[src/rtl/z80_pin_cycle_frontend.sv]
// Z80 pin-level bus front end: synchronizes raw strobes, turns each bus cycle into one
// request/response transaction and stretches the CPU with WAIT. Optional timeout: CARBON_Z80_PIN_TIMEOUT_EN.
module z80_pin_cycle_frontend #(
    parameter int unsigned TIMEOUT_CYCLES = 255,
    parameter logic [7:0]  FAULT_RDATA    = 8'hFF,
    parameter logic [7:0]  INTACK_VECTOR  = 8'hFF
) (
    input  logic        clk,
    input  logic        rst,
    input  logic        mreq_n,
    input  logic        iorq_n,
    input  logic        rd_n,
    input  logic        wr_n,
    input  logic        m1_n,
    input  logic [15:0] z_addr,
    input  logic [7:0]  z_din,
    output logic        z_wait_n,
    output logic [7:0]  z_dout,
    output logic        z_doe,
    output logic        req_valid,
    output logic        req_is_io,
    output logic        req_write,
    output logic [15:0] req_addr,
    output logic [7:0]  req_wdata,
    input  logic        req_ready,
    input  logic        rsp_valid,
    input  logic [7:0]  rsp_rdata,
    input  logic        rsp_fault,
    output logic        busy,
    output logic        fault_flag,
    output logic        timeout_flag
);

    typedef enum logic [1:0] {
        IDLE = 2'd0,
        REQ  = 2'd1,
        RSP  = 2'd2,
        HOLD = 2'd3
    } state_t;

    state_t      state_q, state_d;
    logic [4:0]  sync1_q, sync2_q;
    logic        mreq, iorq, rd, wr, m1;
    logic        latch_cycle;
    logic        is_io_q, write_q;
    logic [15:0] addr_q;
    logic [7:0]  wdata_q;
    logic [7:0]  dout_d;
    logic        doe_d;
    logic        fault_set;
    logic        timeout_set;

    // Strobe order in the synchronizer: {m1, wr, rd, iorq, mreq}; idle level is 1.
    always_ff @(posedge clk) begin
        if (rst) begin
            sync1_q <= '1;
            sync2_q <= '1;
        end else begin
            sync1_q <= {m1_n, wr_n, rd_n, iorq_n, mreq_n};
            sync2_q <= sync1_q;
        end
    end

    assign mreq = ~sync2_q[0];
    assign iorq = ~sync2_q[1];
    assign rd   = ~sync2_q[2];
    assign wr   = ~sync2_q[3];
    assign m1   = ~sync2_q[4];

`ifdef CARBON_Z80_PIN_TIMEOUT_EN
    localparam logic [15:0] TIMEOUT_LAST = 16'(TIMEOUT_CYCLES - 1);
    logic [15:0] tcnt_q;
    logic        tcnt_clr, tcnt_inc;
    logic        tcnt_expired;

    assign tcnt_expired = (tcnt_q == TIMEOUT_LAST);

    always_ff @(posedge clk) begin
        if (rst || tcnt_clr) begin
            tcnt_q <= '0;
        end else if (tcnt_inc) begin
            tcnt_q <= tcnt_q + 16'd1;
        end
    end
`endif

    always_comb begin
        state_d     = state_q;
        latch_cycle = 1'b0;
        dout_d      = z_dout;
        doe_d       = 1'b0;
        fault_set   = 1'b0;
        timeout_set = 1'b0;
`ifdef CARBON_Z80_PIN_TIMEOUT_EN
        tcnt_clr    = 1'b0;
        tcnt_inc    = 1'b0;
`endif
        case (state_q)
            IDLE: begin
                if (m1 && iorq) begin
                    state_d = HOLD;
                    dout_d  = INTACK_VECTOR;
                    doe_d   = 1'b1;
                end else if ((mreq || iorq) && (rd || wr)) begin
                    latch_cycle = 1'b1;
                    state_d     = REQ;
                end
            end
            REQ: begin
                if (req_ready) begin
                    state_d = RSP;
`ifdef CARBON_Z80_PIN_TIMEOUT_EN
                    tcnt_clr = 1'b1;
`endif
                end
            end
            RSP: begin
                if (rsp_valid) begin
                    state_d   = HOLD;
                    dout_d    = rsp_fault ? FAULT_RDATA : rsp_rdata;
                    doe_d     = ~write_q;
                    fault_set = rsp_fault;
                end
`ifdef CARBON_Z80_PIN_TIMEOUT_EN
                else if (tcnt_expired) begin
                    state_d     = HOLD;
                    dout_d      = FAULT_RDATA;
                    doe_d       = ~write_q;
                    timeout_set = 1'b1;
                end else begin
                    tcnt_inc = 1'b1;
                end
`endif
            end
            HOLD: begin
                if (!mreq && !iorq) begin
                    state_d = IDLE;
                end else begin
                    doe_d = z_doe;
                end
            end
            default: state_d = IDLE;
        endcase
    end

    always_ff @(posedge clk) begin
        if (rst) begin
            state_q      <= IDLE;
            z_wait_n     <= 1'b1;
            z_doe        <= 1'b0;
            z_dout       <= '0;
            fault_flag   <= 1'b0;
            timeout_flag <= 1'b0;
            is_io_q      <= 1'b0;
            write_q      <= 1'b0;
            addr_q       <= '0;
            wdata_q      <= '0;
        end else begin
            state_q  <= state_d;
            z_wait_n <= ~((state_d == REQ) || (state_d == RSP));
            z_doe    <= doe_d;
            z_dout   <= dout_d;
            if (fault_set) begin
                fault_flag <= 1'b1;
            end
            if (timeout_set) begin
                timeout_flag <= 1'b1;
            end
            if (latch_cycle) begin
                is_io_q <= iorq;
                write_q <= wr;
                addr_q  <= z_addr;
                wdata_q <= z_din;
            end
        end
    end

    assign req_valid = (state_q == REQ);
    assign req_is_io = is_io_q;
    assign req_write = write_q;
    assign req_addr  = addr_q;
    assign req_wdata = wdata_q;
    assign busy      = (state_q != IDLE);

endmodule
[config.mk]
export PLATFORM = sky130hd
export DESIGN_NAME = z80_pin_cycle_frontend
export DESIGN_NICKNAME = d
export VERILOG_FILES = /design/src/rtl/z80_pin_cycle_frontend.sv
export SDC_FILE = /design/constraint.sdc
export NUM_CORES = 1
export LEC_CHECK = 0
export BUFFER_PORTS_ARGS = -buffer_cell sky130_fd_sc_hd__buf_2
export CORE_ASPECT_RATIO = 0.9
export CORE_MARGIN = 2
export CORE_UTILIZATION = 42
export CTS_CLUSTER_DIAMETER = 60
export DETAILED_ROUTE_END_ITERATION = 8
export PLACE_DENSITY_LB_ADDON = 0.12
export SETUP_SLACK_MARGIN = 0.5
export SYNTH_ARGS = -nofsm -noshare
export SYNTH_HDL_FRONTEND = slang
export SYNTH_SLANG_ARGS = --single-unit
[constraint.sdc]
create_clock -name clk -period 2.5 [get_ports clk]
set_input_delay 0.25 -clock clk [delete_from_list [all_inputs] [get_ports clk]]
set_output_delay 0.25 -clock clk [all_outputs]
set_load 0.1 [all_outputs]
==> flow_metrics.env, run 1 <==
export IMPL_holdPathStages=2
export IMPL_grt_max_degree=41
export IMPL_synth_avg_cell_area_um2=10.9
export IMPL_finalWirelength_um=3390
export IMPL_core_mm2=0.00407
export IMPL_cts_sinks=49
export IMPL_final_nets=284
export IMPL_ctsHoldBuffers=0
export IMPL_cts_root_buf="clkbuf_8"
export IMPL_setup_viol_count_final=0
export IMPL_yosys_top_cells_count="dfxtp_1, nor2_1, mux2i_1"
export IMPL_slew_violations=0
export IMPL_synth_xor_area_share_pct=0
export IMPL_syn_instance_count=164
export IMPL_worst_slew_pin_slew_ns=0.524
export IMPL_power_frac_seq_pct=50.6
export IMPL_combinationalPowerShare_pct=14.2
export IMPL_crit_family="flip-flops"
export IMPL_n_antenna_cell=0
export IMPL_vias=1379
export IMPL_synthTopCellsByArea="dfxtp_1, mux2i_1, nor2_1"
export IMPL_syn_nets=206
export IMPL_place_area_mm2=0.00220
export IMPL_start_util_pct=43.8
export IMPL_holdCritPathClass="primary input to register"
export IMPL_whs_ns=0.140
export IMPL_arrival_ns=1.56
export IMPL_crit_chain="nor2_1 > inv_1 > buf_2"
export IMPL_synth_fa_ha_area_share_pct=0
export IMPL_rsz0062_at_grt="no"
export IMPL_gr_total_overflow=0
export IMPL_worstRegToRegCells=4
export IMPL_syn_to_final_growth_pct=30.0
export IMPL_antenna_found_initial=0
export IMPL_seq_area_frac_synth_pct=55.0
export IMPL_drt_pre_antenna_iters=4
export IMPL_vias_per_cell=4.74
export IMPL_status="finished, final reports clean"
export IMPL_cts_tree="built"
export IMPL_reg2reg_from="state_q[0]"
export IMPL_fin_setup_tns_ns=0
export IMPL_die_area_mm2=0.00479
export IMPL_cp_start_kind="register"
export IMPL_switching_power_w=0.000424
export IMPL_clk_latency_ns=0.29
export IMPL_worstReg2RegEnd="z_wait_n"
export IMPL_swShare_pct=26.3
export IMPL_routedWlPerCell_um=11.6
export IMPL_critPathBufInv=2
export IMPL_synth_area_mux_share_pct=15.4
export IMPL_drive_gt1_share_pct=46.9
export IMPL_synth_seq_cells=49
export IMPL_placement_io_buffers=80
export IMPL_syn_area_mm2=0.00178
export IMPL_yosysTopAreaCell="dfxtp_1"
export IMPL_postCtsSetupBuffers=0
export IMPL_p_per_area_mw_per_mm2=696
export IMPL_ant_nets=0
export IMPL_drv_cap=0
export IMPL_vdd_ir_drop_max_v=0.000335
export IMPL_crit_type="register to primary output"
export IMPL_path_clk_slew_ns=0.08
export IMPL_fin_area_mm2=0.00232
export IMPL_grt_pass1_vias=1274
export IMPL_cts_buffer_depth=2
export IMPL_internal_power_w=0.00119
export IMPL_synthArstFlopShare_pct=0
export IMPL_fmaxAchievable_mhz=552
export IMPL_whs_endpoint="sync1_q[4]"
export IMPL_timing_final_crit_share_pct=72.4
export IMPL_htreeDepth=2
export IMPL_hpwl_um=2420
export IMPL_drtIter0Drc=77
export IMPL_fin_crit_ns=1.81
export IMPL_hold_violations=0
export IMPL_synth_cell_types=32
export IMPL_drc=0
export IMPL_ios=82
export IMPL_r2r_slack_ns=0.79
export IMPL_clkPwrFrac_pct=35.2
export IMPL_synth_top_family_by_area="multiplexers"
export IMPL_synth_compound_area_share_pct=10.4
export IMPL_cp_end_kind="primary output"
export IMPL_grt_pass1_wl_um=5660
export IMPL_cts_buffers=5
export IMPL_yosys_warnings=0
export IMPL_slowest_stage="dfxtp_1"
export IMPL_p_leak_nw=1.27
export IMPL_synth_main_ff_cell="dfxtp_1"
export IMPL_hp_start="m1_n"
export IMPL_crit_fanout=11
export IMPL_dieWidth_um=72.7
export IMPL_num_rows=22
export IMPL_yosysTopAreaCellShare_pct=55.0
export IMPL_yosys_area_share_simple_pct=14.4
export IMPL_die_y_um=65.8
export IMPL_skew_ns=0.0118
export IMPL_crit_required_ns=2.25
export IMPL_cts_resized=0
export IMPL_place_congestion=0.705
export IMPL_synth_edff_count=0
export IMPL_crit_path_max_incr_delay_ns=0.59
export IMPL_grtUsageTotal_pct=15.0
export IMPL_relSlewSlack_pct=64.7
export IMPL_yosysMostFrequentCell="dfxtp_1"
## worst register-to-register path, stage by stage, from the launching register on
cell      delay [ns]
dfxtp_1         0.59
nor2_1          0.18
and2_1          0.21
a311oi_2        0.30
mux2_4          0.33
## stage by stage
| step | setup slack [ns] | power [W] | instances | util, % |
|---|---|---|---|---|
| 5_1_grt | 0.549 | 0.00169 | 291 | 56.9 |
| 6_report | 0.690 | 0.00161 | 291 | 56.9 |
| 2_1_floorplan | 0.941 | 0.00101 | 164 | - |
| 3_3_place_gp | 0.841 | 0.00107 | 283 | 54.0 |
| 3_5_place_dp | 0.796 | 0.00107 | 283 | 54.0 |
| 4_1_cts | 0.662 | 0.00163 | 291 | 56.9 |
## how the worst max path moves through the flow
stage / startpoint / end / slack [ns] / depth (start not counted)
floorplan: state_q[0] / req_valid / 0.94 / 2
global placement: sync2_q[1] / z_wait_n / 0.84 / 4
detailed placement: state_q[0] / req_addr[11] / 0.80 / 5
CTS: state_q[0] / busy / 0.66 / 3
global route: state_q[0] / busy / 0.55 / 3
finish: state_q[0] / busy / 0.69 / 3
## power groups by stage
| stage | clock network (W) | logic, W | registers (W) |
|---|---|---|---|
| after floorplan | 0 | 0.0000796 | 0.000932 |
| after global placement | 0 | 0.000231 | 0.000835 |
| after detailed placement | 0 | 0.000232 | 0.000834 |
| after CTS | 0.000584 | 0.000232 | 0.000817 |
| after global routing | 0.000622 | 0.000244 | 0.000820 |
| final | 0.000568 | 0.000230 | 0.000816 |
## state kept, by name, summed over array words and instances, names as in the netlist
name	flops
sync1_q	5
state_q	2
req_is_io	1
fault_flag	1
req_write	1
req_wdata	8
sync2_q	5
req_addr	16
z_dout	8
z_wait_n	1
z_doe	1
## metal layers
layer  track usage, %  part of all wire (%)  up-vias
met5                0                     0        -
met4             3.47                  0.56        0
met3             4.88                   6.8        2
met2             23.6                    43       45
met1             20.0                    50      617
li1                 -                     -      715
## area by class of cell
| cell class | count | area (um2) |
|---|---|---|
| clock buffer | 6 | 82.6 |
| clock inverter | 2 | 37.5 |
| fill | 406 | 1750 |
| inverter | 3 | 11.3 |
| multi-input combinational | 101 | 732 |
| sequential | 49 | 981 |
| tap | 48 | 60.1 |
| timing repair buffer | 82 | 415 |
## cell usage in the layout, fill, tap and decap left out, types with 2 or more instances in the layout
master	n
a21oi_1	3
and2_1	2
buf_2	80
buf_4	2
clkbuf_8	6
dfxtp_1	49
inv_1	2
mux2i_1	26
nand2_1	3
nor2_1	32
o221a_2	8
or2_2	10
## logic make-up after synthesis
logic type	Yosys count
simple gates	54
buf+inv	14
flops	49
other cells	1
mux	27
compound gates	19
Power figures use the tool's default switching activity.
==> run 2: changes to the inputs <==
- clock period: 2.5 -> 1.75 ns (I/O delays scaled with it)
==> run 2 against run 1 <==
Net effect:
- total power grew 41%
- wire length grew 17%
- first-iteration DRC count shrank 49%
- global-route usage grew 0.80 points
==> flow_metrics.env, run 2 (synthesis results as in run 1) <==
export IMPL_status="finished, final reports clean"
export IMPL_drive_gt1_share_pct=58.1
export IMPL_cts_root_buf="clkbuf_8"
export IMPL_ant_nets=0
export IMPL_grt_max_degree=24
export IMPL_skew_ns=0.00343
export IMPL_start_util_pct=43.8
export IMPL_crit_type="register to register"
export IMPL_holdCritPathClass="primary input to register"
export IMPL_timing_final_crit_share_pct=83.4
export IMPL_arrival_ns=1.65
export IMPL_path_clk_slew_ns=0.08
export IMPL_final_cells=306
export IMPL_hpwl_um=2520
export IMPL_place_inst=286
export IMPL_p_leak_nw=1.46
export IMPL_worstReg2RegEnd="z_wait_n"
export IMPL_reg2reg_from="sync2_q[1]"
export IMPL_place_congestion=0.849
export IMPL_r2r_slack_ns=0.29
export IMPL_final_fill_count=329
export IMPL_rsz0062_at_grt="yes"
export IMPL_cp_end_kind="register"
export IMPL_final_common_cell="buf_2"
export IMPL_die_y_um=65.8
export IMPL_holdPathStages=2
export IMPL_dieWidth_um=72.7
export IMPL_core_mm2=0.00407
export IMPL_crit_required_ns=1.94
export IMPL_setup_viol_count_final=0
export IMPL_ios=82
export IMPL_cts_buffers=5
export IMPL_routedWlPerCell_um=12.9
export IMPL_drv_cap=0
export IMPL_die_area_mm2=0.00479
export IMPL_final_cell_mix="buf_2, dfxtp_1, nor2_1"
export IMPL_cp_start_kind="register"
export IMPL_vias_per_cell=4.72
export IMPL_grtUsageTotal_pct=15.8
export IMPL_grt_pass1_wl_um=5780
export IMPL_placement_io_buffers=80
export IMPL_cts_sinks=49
export IMPL_fin_crit_ns=1.46
export IMPL_grt_pass1_vias=1287
export IMPL_crit_chain="buf_6 > or3_4 > a21oi_4 > a311oi_2 > mux2_4"
export IMPL_finalWirelength_um=3950
export IMPL_syn_to_final_growth_pct=54.5
export IMPL_hold_violations=0
export IMPL_gr_total_overflow=0
export IMPL_dp_slack_ns=0.134
export IMPL_vias=1443
export IMPL_htreeDepth=2
export IMPL_cts_buffer_depth=2
export IMPL_crit_family="simple AND/OR/NAND/NOR gates"
export IMPL_drt_pre_antenna_iters=4
export IMPL_p_per_area_mw_per_mm2=823
export IMPL_fin_setup_tns_ns=0
export IMPL_hp_start="iorq_n"
export IMPL_antenna_found_initial=0
export IMPL_cts_tree="built"
export IMPL_crit_fanout=6
export IMPL_crit_path_max_incr_delay_ns=0.35
export IMPL_whs_endpoint="sync1_q[1]"
export IMPL_vdd_ir_drop_max_v=0.000562
export IMPL_slowest_stage="or3_4"
export IMPL_drc=0
export IMPL_cp_startpoint="sync2_q[1]"
export IMPL_clk_latency_ns=0.29
export IMPL_largest_register_ffs=16
export IMPL_multiInputGateArea_um2=847
export IMPL_drtIter0Drc=39
export IMPL_post_route_util_pct=67.7
export IMPL_slew_violations=0
export IMPL_num_rows=22
export IMPL_seqCellArea_mm2=0.00100
export IMPL_n_antenna_cell=0
export IMPL_fin_ws_ns=0.290
export IMPL_worstRegToRegCells=5
export IMPL_fmaxAchievable_mhz=685
export IMPL_final_nets=299
export IMPL_critPathBufInv=1
run 2: cell count changes in the layout (fill, tap and decap cells not counted), moves of 8 or more:
cell and delta:
buf_2 -35, o221a_2 -8, dfxtp_1 -13, o221a_4 +8, clkbuf_4 +30, dfxtp_2 +11
run 2: where the power goes:
part           internal [W]  switching, W
Combinational      0.000136      0.000259
Clock              0.000357      0.000353
Sequential          0.00115     0.0000192
run 2: worst register-to-register path, cell delays in order, from the launching register on:
cell and delay, ns:
dfxtp_2 0.34, buf_6 0.13, or3_4 0.35, a21oi_4 0.16
a311oi_2 0.08, mux2_4 0.31
run 2: per-stage QoR:
| step | power (W) | hold slack [ns] | area, um2 |
|---|---|---|---|
| after floorplan | 0.00145 | 0.279 | 1830 |
| after global placement | 0.00153 | 0.358 | 2260 |
| after detailed placement | 0.00153 | 0.361 | 2260 |
| after CTS | 0.00227 | 0.0472 | 2600 |
| after global routing | 0.00237 | 0.0454 | 2760 |
| final | 0.00227 | 0.0581 | 2760 |
run 2: worst max path at each step:
stage	endpoint	slack, ns	depth (start not counted)
floorplan	z_wait_n	0.29	5
global placement	z_wait_n	0.20	5
detailed placement	z_wait_n	0.13	5
CTS	z_wait_n	0.29	5
global route	z_wait_n	0.25	5
finish	z_wait_n	0.29	5
run 2: area by class of cell:
class	instances	share of cell area, %
sequential	49	36.4
multi-input combinational	101	30.7
timing repair buffer	97	26.6
clock buffer	7	3.50
tap	48	2.18
inverter	3	0.409
clock inverter	1	0.182
run 2: per-layer routing:
| metal | vias to the layer above | part of all wire, % | track usage [%] |
|---|---|---|---|
| met2 | 47 | 45 | 24.8 |
| met5 | - | 0 | 0 |
| met1 | 647 | 47 | 19.8 |
| li1 | 744 | - | - |
| met3 | 5 | 6.6 | 5.49 |
| met4 | 0 | 0.91 | 6.25 |
run 2: what timing repair did:
| item | CTS | global route |
|---|---|---|
| setup endpoints to repair | 42 | 68 |
| hold buffers | 0 | 0 |
| resized for setup | 37 | 36 |
| cloned | 1 | 2 |
| pin swaps | 2 | 11 |
| setup buffers | 8 | 1 |
==> run 3: changes to the inputs <==
- CORE_UTILIZATION: 42 -> 41
- clock period: 1.75 -> 1.17 ns (I/O delays scaled with it)
==> run 3 against run 2 <==
Net effect:
- global-route usage up 4.6 points
- utilization up 16 points
- clock-buffer cell count unchanged
- die area up 2.3%
- the flow now finishes with violations (negative hold slack, negative setup slack)
- non-clock buffer count up 16
- final area up 26%
- clock power up 52%
- via count up 11%
- wire length up 30%
- first-iteration DRC count up 2.6%
==> flow_metrics.env, run 3 (synthesis results as in run 1) <==
export IMPL_p_leak_nw=1.66
export IMPL_die_area_mm2=0.00490
export IMPL_drive_gt1_share_pct=72.6
export IMPL_met3_usage_pct=5.45
export IMPL_cts_root_buf="clkbuf_8"
export IMPL_crit_type="register to register"
export IMPL_gr_total_overflow=0
export IMPL_cp_end_kind="register"
export IMPL_violations="negative hold slack, negative setup slack"
export IMPL_routedWlPerCell_um=15.9
export IMPL_dieWidth_um=73.5
export IMPL_fin_ws_ns=-0.248
export IMPL_vdd_ir_drop_max_v=0.00109
export IMPL_htreeDepth=2
export IMPL_placement_io_buffers=80
export IMPL_hpwl_um=3280
export IMPL_timing_final_crit_share_pct=121
export IMPL_drc=0
export IMPL_power_frac_seq_pct=48.7
export IMPL_setup_viol_count_final=38
export IMPL_core_mm2=0.00413
export IMPL_grtUsageMet2_pct=35.9
export IMPL_slowest_stage="dfxtp_4"
export IMPL_place_congestion=0.872
export IMPL_crit_chain="buf_6 > o211ai_4 > clkbuf_16 > mux2i_1 > nor2_1"
export IMPL_grtUsageTotal_pct=20.4
export IMPL_p_per_area_mw_per_mm2=1000
export IMPL_cts_buffers=5
export IMPL_syn_to_final_growth_pct=94.4
export IMPL_die_y_um=66.6
export IMPL_holdCritPathClass="primary input to register"
export IMPL_arrival_ns=1.61
export IMPL_cp_start_kind="register"
export IMPL_rsz0062_at_grt="yes"
export IMPL_hp_start="m1_n"
export IMPL_fin_crit_ns=1.42
export IMPL_grt_pass1_wl_um=7420
export IMPL_cts_sinks=49
export IMPL_final_common_cell="buf_2"
export IMPL_clkPwrFrac_pct=31.0
export IMPL_n_antenna_cell=0
export IMPL_post_route_util_pct=84.0
export IMPL_num_rows=22
export IMPL_status="finished with violations"
export IMPL_cp_startpoint="sync2_q[1]"
export IMPL_final_nets=315
export IMPL_dp_slack_ns=-0.261
export IMPL_crit_path_max_incr_delay_ns=0.38
export IMPL_vias=1596
export IMPL_vias_per_cell=4.96
export IMPL_skew_ns=0.00398
export IMPL_fmaxAchievable_mhz=705
export IMPL_path_clk_slew_ns=0.09
export IMPL_crit_fanout=8
export IMPL_fin_setup_tns_ns=-6.13
export IMPL_grt_max_degree=21
export IMPL_reg2reg_from="sync2_q[1]"
export IMPL_cts_tree="built"
export IMPL_gr_usage_met1_pct=23.3
export IMPL_crit_required_ns=1.36
export IMPL_finalWirelength_um=5120
export IMPL_place_inst=301
export IMPL_cts_buffer_depth=2
export IMPL_drv_cap=0
export IMPL_start_util_pct=43.2
export IMPL_ios=82
export IMPL_swShare_pct=28.6
export IMPL_clk_latency_ns=0.30
export IMPL_busiest_layer="met2"
export IMPL_combinationalPowerShare_pct=20.3
export IMPL_final_cells=322
export IMPL_grt_pass1_vias=1584
export IMPL_drt_pre_antenna_iters=4
export IMPL_whs_ns=-0.00657
export IMPL_antenna_found_initial=0
export IMPL_largest_register_ffs=16
export IMPL_hold_violations=5
export IMPL_final_cell_mix="buf_2, buf_12, dfxtp_4"
export IMPL_ant_nets=0
export IMPL_drtIter0Drc=40
export IMPL_slew_violations=0
export IMPL_switching_power_w=0.000997
export IMPL_internal_power_w=0.00249
==> run 3: cell count changes in the layout (fill, tap and decap cells not counted), moves of 2 or more <==
cell / before / now
buf_12: 3 / 40
dfxtp_4: 2 / 39
clkbuf_4: 30 / 0
dfxtp_1: 36 / 8
buf_4: 9 / 22
dfxtp_2: 11 / 2
buf_2: 45 / 41
or2_2: 10 / 7
or2_4: 0 / 3
buf_6: 7 / 9
mux2i_1: 26 / 24
mux2i_2: 0 / 2
==> run 3: area by class of cell <==
type                       count  area (um2)
clock buffer                   7        96.3
clock inverter                 1        5.00
fill                         220         661
inverter                       3        11.3
multi-input combinational    101         868
sequential                    49        1130
tap                           48        60.1
timing repair buffer         113        1300
==> run 3: worst paths after layout <==
check | endpoint | slack, ns | depth (start not counted)
worst max register to register | req_wdata[0] | -0.25 | 5
worst min register to register | sync2_q[1] | 0.42 | 1
worst max-delay path | req_wdata[0] | -0.25 | 5
worst min-delay path | sync1_q[4] | -0.007 | 2
==> run 3: critical path, delay by kind of cell (launching register included) <==
| family | cells | cell delay [ns] |
|---|---|---|
| flops | 1 | 0.38 |
| compound gates | 1 | 0.27 |
| simple gates | 1 | 0.07 |
| buf+inv | 2 | 0.35 |
| mux | 1 | 0.25 |
==> run 3: power by group through the flow <==
stage	Sequential (W)	Combinational [W]	Clock, W
6_report	0.00169	0.000708	0.00108
5_1_grt	0.00170	0.000737	0.00119
4_1_cts	0.00169	0.000675	0.00110
3_5_place_dp	0.00173	0.000644	0
3_3_place_gp	0.00173	0.000636	0
2_1_floorplan	0.00193	0.000176	0
==> run 3: timing repair <==
item	CTS	global route
gates resized for setup	28	18
endpoints found under the hold margin	5	4
endpoints found under the setup margin	80	81
pin swaps	7	10
cloned	1	0
setup buffers	4	8
==> run 3: through the flow <==
stage | cell area, um2 | total power, W
2_1_floorplan | 1960 | 0.00211
3_3_place_gp | 3070 | 0.00237
3_5_place_dp | 3070 | 0.00238
4_1_cts | 3320 | 0.00346
5_1_grt | 3470 | 0.00362
6_report | 3470 | 0.00348
==> run 3: metal layers <==
layer,up-vias,share of wire (%)
met2,57,53
met1,745,40
met3,11,4.8
met4,0,2.0
met5,-,0
li1,783,-
